File: src/rtl/baud_gen_pkg.sv
// Shared constants for the fractional baud generator: reset divisor,
// minimum legal integer divisor and core indices.
package baud_gen_pkg;
    localparam int DEF_DIV_INT  = 325;
    localparam int DEF_DIV_FRAC = 8;
    localparam int MIN_DIV_INT  = 2;

    localparam int CORE_TX   = 0;
    localparam int CORE_RX   = 1;
    localparam int NUM_CORES = 2;
endpackage

File: src/rtl/baud_div_core.sv
// One fractional divider: base counter with fractional accumulator,
// oversample counter and tick decode.
module baud_div_core
    import baud_gen_pkg::*;
#(
    parameter int DIV_W      = 16,
    parameter int FRAC_W     = 4,
    parameter int OVERSAMPLE = 16
) (
    input  logic              clk,
    input  logic              areset_n,
    input  logic              en,
    input  logic              clr,
    input  logic [DIV_W-1:0]  div_int,
    input  logic [FRAC_W-1:0] div_frac,
    output logic              tick_os,
    output logic              tick_bit,
    output logic              tick_mid
);
    localparam int OS_W = $clog2(OVERSAMPLE);

    logic [DIV_W:0]    cnt;
    logic [FRAC_W-1:0] acc;
    logic [OS_W-1:0]   os_cnt;
    logic [FRAC_W:0]   acc_sum;
    logic [DIV_W:0]    last;

    // acc only moves at period end, so the carry (and P) is fixed for a whole period
    assign acc_sum  = {1'b0, acc} + {1'b0, div_frac};
    assign last     = {1'b0, div_int} - (DIV_W+1)'(!acc_sum[FRAC_W]);

    // >= lets a counter left beyond a freshly shortened period wrap at once
    assign tick_os  = en && (cnt >= last);
    assign tick_bit = tick_os && (os_cnt == OS_W'(OVERSAMPLE - 1));
    assign tick_mid = tick_os && (os_cnt == OS_W'(OVERSAMPLE/2 - 1));

    always_ff @(posedge clk or negedge areset_n) begin
        if (!areset_n) begin
            cnt    <= '0;
            acc    <= '0;
            os_cnt <= '0;
        end else if (clr) begin
            cnt    <= '0;
            acc    <= '0;
            os_cnt <= '0;
        end else if (tick_os) begin
            cnt    <= '0;
            acc    <= acc_sum[FRAC_W-1:0];
            os_cnt <= os_cnt + OS_W'(1);
        end else if (en) begin
            cnt    <= cnt + (DIV_W+1)'(1);
        end
    end
endmodule

File: src/rtl/baud_gen_frac.sv
// Fractional baud generator: tx and rx divider cores sharing one divisor,
// with a valid/ready divisor update that lands on a tx bit boundary.
module baud_gen_frac
    import baud_gen_pkg::*;
#(
    parameter int DIV_W            = 16,
    parameter int FRAC_W           = 4,
    parameter int OVERSAMPLE       = 16,
    parameter int DEFAULT_DIV_INT  = DEF_DIV_INT,
    parameter int DEFAULT_DIV_FRAC = DEF_DIV_FRAC
) (
    input  logic              clk,
    input  logic              areset_n,
    input  logic              en,
    input  logic              sync_clr,
    input  logic              cfg_valid,
    output logic              cfg_ready,
    input  logic [DIV_W-1:0]  cfg_div_int,
    input  logic [FRAC_W-1:0] cfg_div_frac,
    output logic              cfg_err,
    input  logic              rx_realign,
    output logic              tick_tx,
    output logic              tick_os_rx,
    output logic              tick_rx_mid
);
    logic [DIV_W-1:0]  act_int,  pend_int;
    logic [FRAC_W-1:0] act_frac, pend_frac;
    logic              pend_vld;
    logic              xfer, bad, apply;

    logic [NUM_CORES-1:0] core_clr, tick_os, tick_bit, tick_mid;
    logic                 unused_ticks;

    assign cfg_ready = !pend_vld;
    assign xfer      = cfg_valid && cfg_ready;
    assign bad       = cfg_div_int < DIV_W'(MIN_DIV_INT);
    // swap only on a tx bit boundary unless the cores are idle or being cleared
    assign apply     = pend_vld && (tick_bit[CORE_TX] || !en || sync_clr);

    always_ff @(posedge clk or negedge areset_n) begin
        if (!areset_n) begin
            act_int   <= DIV_W'(DEFAULT_DIV_INT);
            act_frac  <= FRAC_W'(DEFAULT_DIV_FRAC);
            pend_int  <= '0;
            pend_frac <= '0;
            pend_vld  <= 1'b0;
            cfg_err   <= 1'b0;
        end else begin
            cfg_err <= xfer && bad;
            if (xfer && !bad && sync_clr) begin
                act_int  <= cfg_div_int;
                act_frac <= cfg_div_frac;
            end else if (xfer && !bad) begin
                pend_int  <= cfg_div_int;
                pend_frac <= cfg_div_frac;
                pend_vld  <= 1'b1;
            end else if (apply) begin
                act_int  <= pend_int;
                act_frac <= pend_frac;
                pend_vld <= 1'b0;
            end
        end
    end

    assign core_clr[CORE_TX] = sync_clr;
    assign core_clr[CORE_RX] = sync_clr || rx_realign;

    for (genvar g = 0; g < NUM_CORES; g++) begin : g_core
        baud_div_core #(
            .DIV_W      (DIV_W),
            .FRAC_W     (FRAC_W),
            .OVERSAMPLE (OVERSAMPLE)
        ) u_core (
            .clk      (clk),
            .areset_n (areset_n),
            .en       (en),
            .clr      (core_clr[g]),
            .div_int  (act_int),
            .div_frac (act_frac),
            .tick_os  (tick_os[g]),
            .tick_bit (tick_bit[g]),
            .tick_mid (tick_mid[g])
        );
    end

    assign tick_tx      = tick_bit[CORE_TX];
    assign tick_os_rx   = tick_os[CORE_RX];
    assign tick_rx_mid  = tick_mid[CORE_RX];
    assign unused_ticks = tick_os[CORE_TX] ^ tick_bit[CORE_RX] ^ tick_mid[CORE_TX];
endmodule

File: config.mk
export PLATFORM = sky130hd
export DESIGN_NAME = baud_gen_frac
export DESIGN_NICKNAME = d
export VERILOG_FILES = /design/src/rtl/baud_gen_pkg.sv /design/src/rtl/baud_div_core.sv /design/src/rtl/baud_gen_frac.sv
export SDC_FILE = /design/constraint.sdc
export NUM_CORES = 1
export LEC_CHECK = 0
export ABC_AREA = 1
export ABC_CLOCK_PERIOD_IN_PS = 4800
export BUFFER_PORTS_ARGS = -buffer_cell sky130_fd_sc_hd__buf_2
export CAP_MARGIN = 20
export CELL_PAD_IN_SITES_DETAIL_PLACEMENT = 1
export CELL_PAD_IN_SITES_GLOBAL_PLACEMENT = 1
export CORE_ASPECT_RATIO = 1.4
export CORE_MARGIN = 5
export CORE_UTILIZATION = 40
export CTS_CLUSTER_SIZE = 25
export DETAILED_ROUTE_END_ITERATION = 8
export PLACE_DENSITY_LB_ADDON = 0.1
export REMOVE_ABC_BUFFERS = 1
export SLEW_MARGIN = 20
export SYNTH_ARGS = -nofsm -noshare
export SYNTH_HDL_FRONTEND = slang
export SYNTH_SLANG_ARGS = --single-unit
File: constraint.sdc
create_clock -name clk -period 4.8 [get_ports clk]
set_clock_uncertainty 0.1 [all_clocks]
set_input_delay 0.96 -clock clk [delete_from_list [all_inputs] [get_ports clk]]
set_output_delay 0.96 -clock clk [all_outputs]
set_load 0.01 [all_outputs]
# Yosys cells after proc, flatten, opt, wreduce, memory -nomap -nowiden
# Cells that the tools add are included.
# Widths: inputs -> output; s select.
[totals]
reg_bits = 92
out_inout_bits = 5
[classes]
n_addsub = 8
magnitude_cmp = 3
n_eq_ne = 3
mux = 22
bitwise = 1
n_reduce_logical = 26
[ops]
columns = ["operator", "count"]
rows = [
  ["$mux 17", 6],
  ["$mux 16", 3],
  ["$mux 4", 11],
  ["$add 17x1->17 const B", 2],
  ["$ge 17x17->1", 2],
  ["$sub 16x1->17", 2],
  ["$lt 16x2->1 const B", 1],
  ["$add 4x4->5", 2],
  ["$logic_and 1x1->1", 9],
  ["$add 4x1->4 const B", 2],
  ["$reduce_bool 2->1", 4],
  ["$reduce_and 2->1", 3],
  ["$reduce_bool 3->1", 2],
  ["$logic_not 1->1", 5],
  ["$eq 4x3->1 const B", 1],
  ["$eq 4x4->1 const B", 1],
  ["$logic_or 1x1->1", 3],
  ["$mux 1", 2],
  ["$ne 2x1->1 const B", 1],
  ["$not 1->1", 1],
]

# Logic depth before layout (Yosys ltp)
[depth]
ltp_word = 12
mapped_depth = 27
mapped_depth_nobuf = 26

# By module
# A second synthesis with hierarchy kept.
[hier_totals]
cells_unflattened = 912
hier_area_um2 = 6762.7
[by_module_without_submodules]
columns = ["module", "n_inst", "cells_per_inst", "area_per_inst_um2", "seq_area_each_um2"]
rows = [
  ["baud_div_core at g_core[1].u_core", 1, 323, 2323.5, 625.6],
  ["baud_div_core at g_core[0].u_core", 1, 324, 2311.0, 625.6],
  ["baud_gen_frac", 1, 265, 2128.3, 1057.3],
]

# Least setup slack after synthesis
# No wires, ideal clock.
[synth_timing]
kind = "flip-flop to output port"
from = "register act_frac[0]"
to = "output tick_rx_mid"
t_arrival_ps = 3364
slack_ps = 376
path_stages_with_launch = 22
n_path_buf = 1
cell_sequence = "dfrtp_1 > ha_1 > fa_1 > nand2_1 > nand2_1 > a21oi_1 > ha_1 > ha_1 > nand2_1 > nor2_1 > nand2_1 > xor2_1 > ha_1 > nand2_1 > nor3_1 > nand3_1 > nand2_1 > nor2_1 > nand2_2 > nand2_4 > buf_4 > nor2_1"
[synth_between]
elab_chain_cells = 6
[synth_lines]
columns = ["item", "line_no", "source"]
rows = [
  ["start, declared", "baud_gen_frac.sv:27", "logic [FRAC_W-1:0] act_frac, pend_frac;"],
  ["start signal, assigned", "baud_gen_frac.sv:43", "act_frac <= FRAC_W'(DEFAULT_DIV_FRAC);"],
  ["start signal, assigned", "baud_gen_frac.sv:52", "act_frac <= cfg_div_frac;"],
  ["start signal, assigned", "baud_gen_frac.sv:59", "act_frac <= pend_frac;"],
  ["$add 4x4->5", "baud_div_core.sv:29", "assign acc_sum = {1'b0, acc} + {1'b0, div_frac};"],
  ["$logic_not 1->1", "baud_div_core.sv:30", "assign last = {1'b0, div_int} - (DIV_W+1)'(!acc_sum[FRAC_W]);"],
  ["$sub 16x1->17", "baud_div_core.sv:30", ""],
  ["$ge 17x17->1", "baud_div_core.sv:33", "assign tick_os = en && (cnt >= last);"],
  ["$logic_and 1x1->1", "baud_div_core.sv:33", ""],
  ["$logic_and 1x1->1", "baud_div_core.sv:35", "assign tick_mid = tick_os && (os_cnt == OS_W'(OVERSAMPLE/2 - 1));"],
  ["end, declared", "baud_gen_frac.sv:24", "output logic tick_rx_mid"],
]
# No other way between the ends.

# Worst setup path after layout
[layout_timing]
from = "register act_frac[0]"
to = "output tick_tx"
[layout_between]
elab_chain_cells = 6
[layout_lines]
columns = ["item", "line_no", "source"]
rows = [
  ["$add 4x4->5", "baud_div_core.sv:29", ""],
  ["$logic_not 1->1", "baud_div_core.sv:30", ""],
  ["$sub 16x1->17", "baud_div_core.sv:30", ""],
  ["$ge 17x17->1", "baud_div_core.sv:33", ""],
  ["$logic_and 1x1->1", "baud_div_core.sv:33", ""],
  ["$logic_and 1x1->1", "baud_div_core.sv:34", "assign tick_bit = tick_os && (os_cnt == OS_W'(OVERSAMPLE - 1));"],
  ["end, declared", "baud_gen_frac.sv:22", "output logic tick_tx,"],
]
# No other way between the ends.

==> impl_metrics.toml <==
[worst_setup_path]
cp_common_cell = "nand2_1"
max_stage_delay_ps = 450
startpoint_type = "flop"
cp-end-kind = "output port"
r2r-end = "g_core[0].u_core.cnt[3]"
ff2ff_path_depth = 26
path_class = "flop to output port"
worst_ep_required_time_ps = 3740
crit_slowest_cell = "dfrtp_2"
timing.critical_path.from = "act_frac[0]"
cp_max_fo = 4
endpoint = "tick_tx"
arrival_ps = 3640
crit_path_cell_trace = "ha_4 -> fa_2 -> nand2_2 -> nand2_2 -> a21oi_2 -> ha_2 -> ha_4 -> nand2_4 -> nor2_4 -> nand2_2 -> xor2_1 -> ha_1 -> nand2_1 -> nand2_1 -> nand2_1 -> nand2_1 -> nand2_1 -> nand2_1 -> nor2_2 -> nand2_2 -> nand3_2 -> inv_1 -> buf_2"
rr_startpoint = "act_frac[0]"
r2r_slack_ps = 530

[sta]
finalCritPeriodShare = 0.980
layout_min_cycle_time_ps = 4700
setup_viol = 0
rsz0062_at_grt = "yes"
worst_pin_slew_ps = 920
drv_slew = 0
hold_violations = 0
fmax_mhz = 213
setup_slack_ps = 95.7
relSlewSlack = 0.384

[worst_hold_path]
min_path_cells = 2
hold_class = "flop to flop"

[grt]
grt_first_pass_wirelength_mm = 27.7
grt_max_degree = 61
antenna_found_initial = 0
use_met3 = 0.0303
grt_use_met1 = 0.226
grt_use_met2 = 0.349
grt-busiest-layer = "met2"
grt_pass1_vias = 5657
grt-ovfl-total = 0
groute.usage.overall = 0.195

[synth]
synth_cell_types = 39
synthFlopType = "dfrtp_1"
yosysSeqAreaShare = 0.380
yosys_warnings = 0
syn_area_um2 = 6070
async_flop_share = 1.00
netlist_instances = 793
ys_ff_latch = 92
avgSynthCellArea_um2 = 7.66
synth_fa_ha_area_frac = 0.110
synth_common_cells = "nand2_1 (209), dfrtp_1 (87), inv_1 (82)"
synth_compound_area_frac = 0.0734
synthSimpleGateAreaFrac = 0.295
synth_top_cell_by_area = "dfrtp_1"
synth-edff-count = 0
yosysTopAreaCellShare = 0.359
synth-xor-area-share = 0.0707
yosys.cell_count.top_type = "nand2_1"
synth_area_leaders = "dfrtp_1 (36%), nand2_1 (13%), ha_1 (10%), xor2_1 (5.8%), nand3_1 (5.4%)"
synthMuxAreaShare = 0
synth_top_family_by_area = "simple AND/OR/NAND/NOR gates"

[floorplan]
start_util = 0.405
die_y_um = 156
rows = 53
dieArea_um2 = 17800
dieWidth_um = 114
pin_count = 31
core_area_um2 = 15000

[layout]
area_delta_synth_final_pct = 14.5
drive_gt1_frac = 0.154
fin_area_um2 = 6950
num_antenna_cells = 0
layout.nets = 904
fillers = 1868

[clocking]
cts.clk_slew.worst_paths_ps = 70
root_buffer = "clkbuf_16"
cts_tree = "done"
cts.path.max_buffers = 2
insertion_delay_ps = 350
cts-hold-fix-buffers = 0
clkSinkCount = 92
htreeDepth = 3
cts_made_buffers = 9

[job]
maxCapViolations = 0

[outcome]
status = "completed"

[power]
leakagePower_uw = 0.00355
p_per_area_nw_per_um2 = 349
peakVddDrop_v = 0.000167

[routing]
vias_per_cell = 5.17
route.detailed.wl_per_inst_um = 16.3
drtAntennaViolNets = 0
dr_total_vias = 5283
routed_wl_mm = 16.7
drt_iter0_drc = 165
drcViolationCount = 0
drt_pass1_iterations = 4

[placement]
dpl_cell_area_um2 = 6400
dpl_worst_slack_ps = 180
port_buffers = 30
place.gp.congestion = 0.849
dp_hpwl_mm = 12.8
==> cell type report <==
| class | instances | area (µm²) | share of cell area |
|---|---|---|---|
| Timing Repair Buffer | 46 | 285 | 0.0411 |
| Inverter | 84 | 315 | 0.0454 |
| Clock buffer | 12 | 256 | 0.0369 |
| Sequential cell | 92 | 2310 | 0.332 |
| Clock inverter | 3 | 21.3 | 0.00306 |
| Tap cell | 192 | 240 | 0.0346 |
| Multi-Input combinational cell | 593 | 3520 | 0.507 |
==> cell families (layout without fill, tap and decap cells) <==
logic type | Yosys count | after routing
buffers and inverters | 108 | 145
DFF | 92 | 92
adders and majority gates | 52 | 52
and+or+nand+nor | 409 | 409
xor gates and xnor gates | 49 | 49
AOI/OAI and AO/OA | 83 | 83
==> routing by layer <==
| layer | routed length, µm | part of all wire |
|---|---|---|
| met5 | 0 | 0 |
| met4 | 639 | 0.038 |
| met3 | 324 | 0.019 |
| met2 | 8730 | 0.52 |
| met1 | 7000 | 0.42 |
==> cells in the final DEF (no fill, tap or decap), types with 17 or more instances in the layout <==
cell,count
buf_4,17
ha_1,43
nor2_1,63
dfrtp_1,86
o21ai_0,54
nand3_1,65
inv_1,81
xor2_1,40
buf_2,27
nand2_1,198
==> flip-flops by register name, summed over array words and instances, names as in the netlist, 4 cells and up <==
name	flops
act_int	16
pend_frac	4
act_frac	4
g_core.u_core.cnt	34
g_core.u_core.acc	8
g_core.u_core.os_cnt	8
pend_int	16
==> per-stage QoR <==
step | util | hold slack, ps | TNS [ps] | total power (µW) | instances
final | 0.464 | 388 | 0 | 2430 | 1022
after global routing | 0.464 | 413 | -331 | 2600 | 1022
after CTS | 0.449 | 391 | -31.0 | 2370 | 1014
after detailed placement | 0.427 | 374 | 0 | 1630 | 999
after global placement | 0.427 | 364 | 0 | 1600 | 999
after floorplan | - | 346 | 0 | 1400 | 769
==> critical path, delay by kind of cell (launching register included) <==
| family | cells | cell delay (ps) |
|---|---|---|
| compound gates | 1 | 140 |
| buf+inv | 2 | 170 |
| flops | 1 | 450 |
| xor+xnor | 1 | 150 |
| fa+ha+maj | 5 | 1270 |
| simple gates | 14 | 1100 |
==> repair_timing <==
| action | 4_1_cts | 5_1_grt |
|---|---|---|
| pin swaps | 1 | 23 |
| resized for setup | 11 | 43 |
| endpoints found under the setup margin | 3 | 3 |
| setup buffers | 0 | 8 |
==> power breakdown <==
group / internal [µW] / leakage [µW] / switching [µW] / total (µW)
clock: 378 / 0.000135 / 315 / 693
sequential: 858 / 0.00121 / 97.2 / 955
combinational: 292 / 0.00220 / 486 / 778
==> worst min-delay path by stage <==
stage,startpoint,end,slack [ps]
after global routing,pend_int[7],pend_int[7],410
final,pend_int[2],pend_int[2],390
after CTS,pend_int[0],pend_int[0],390
after floorplan,g_core[0].u_core.acc[0],g_core[0].u_core.acc[0],350
after detailed placement,pend_int[0],pend_int[0],370
after global placement,g_core[0].u_core.acc[0],g_core[0].u_core.acc[0],360
Power figures use the tool's default switching activity.
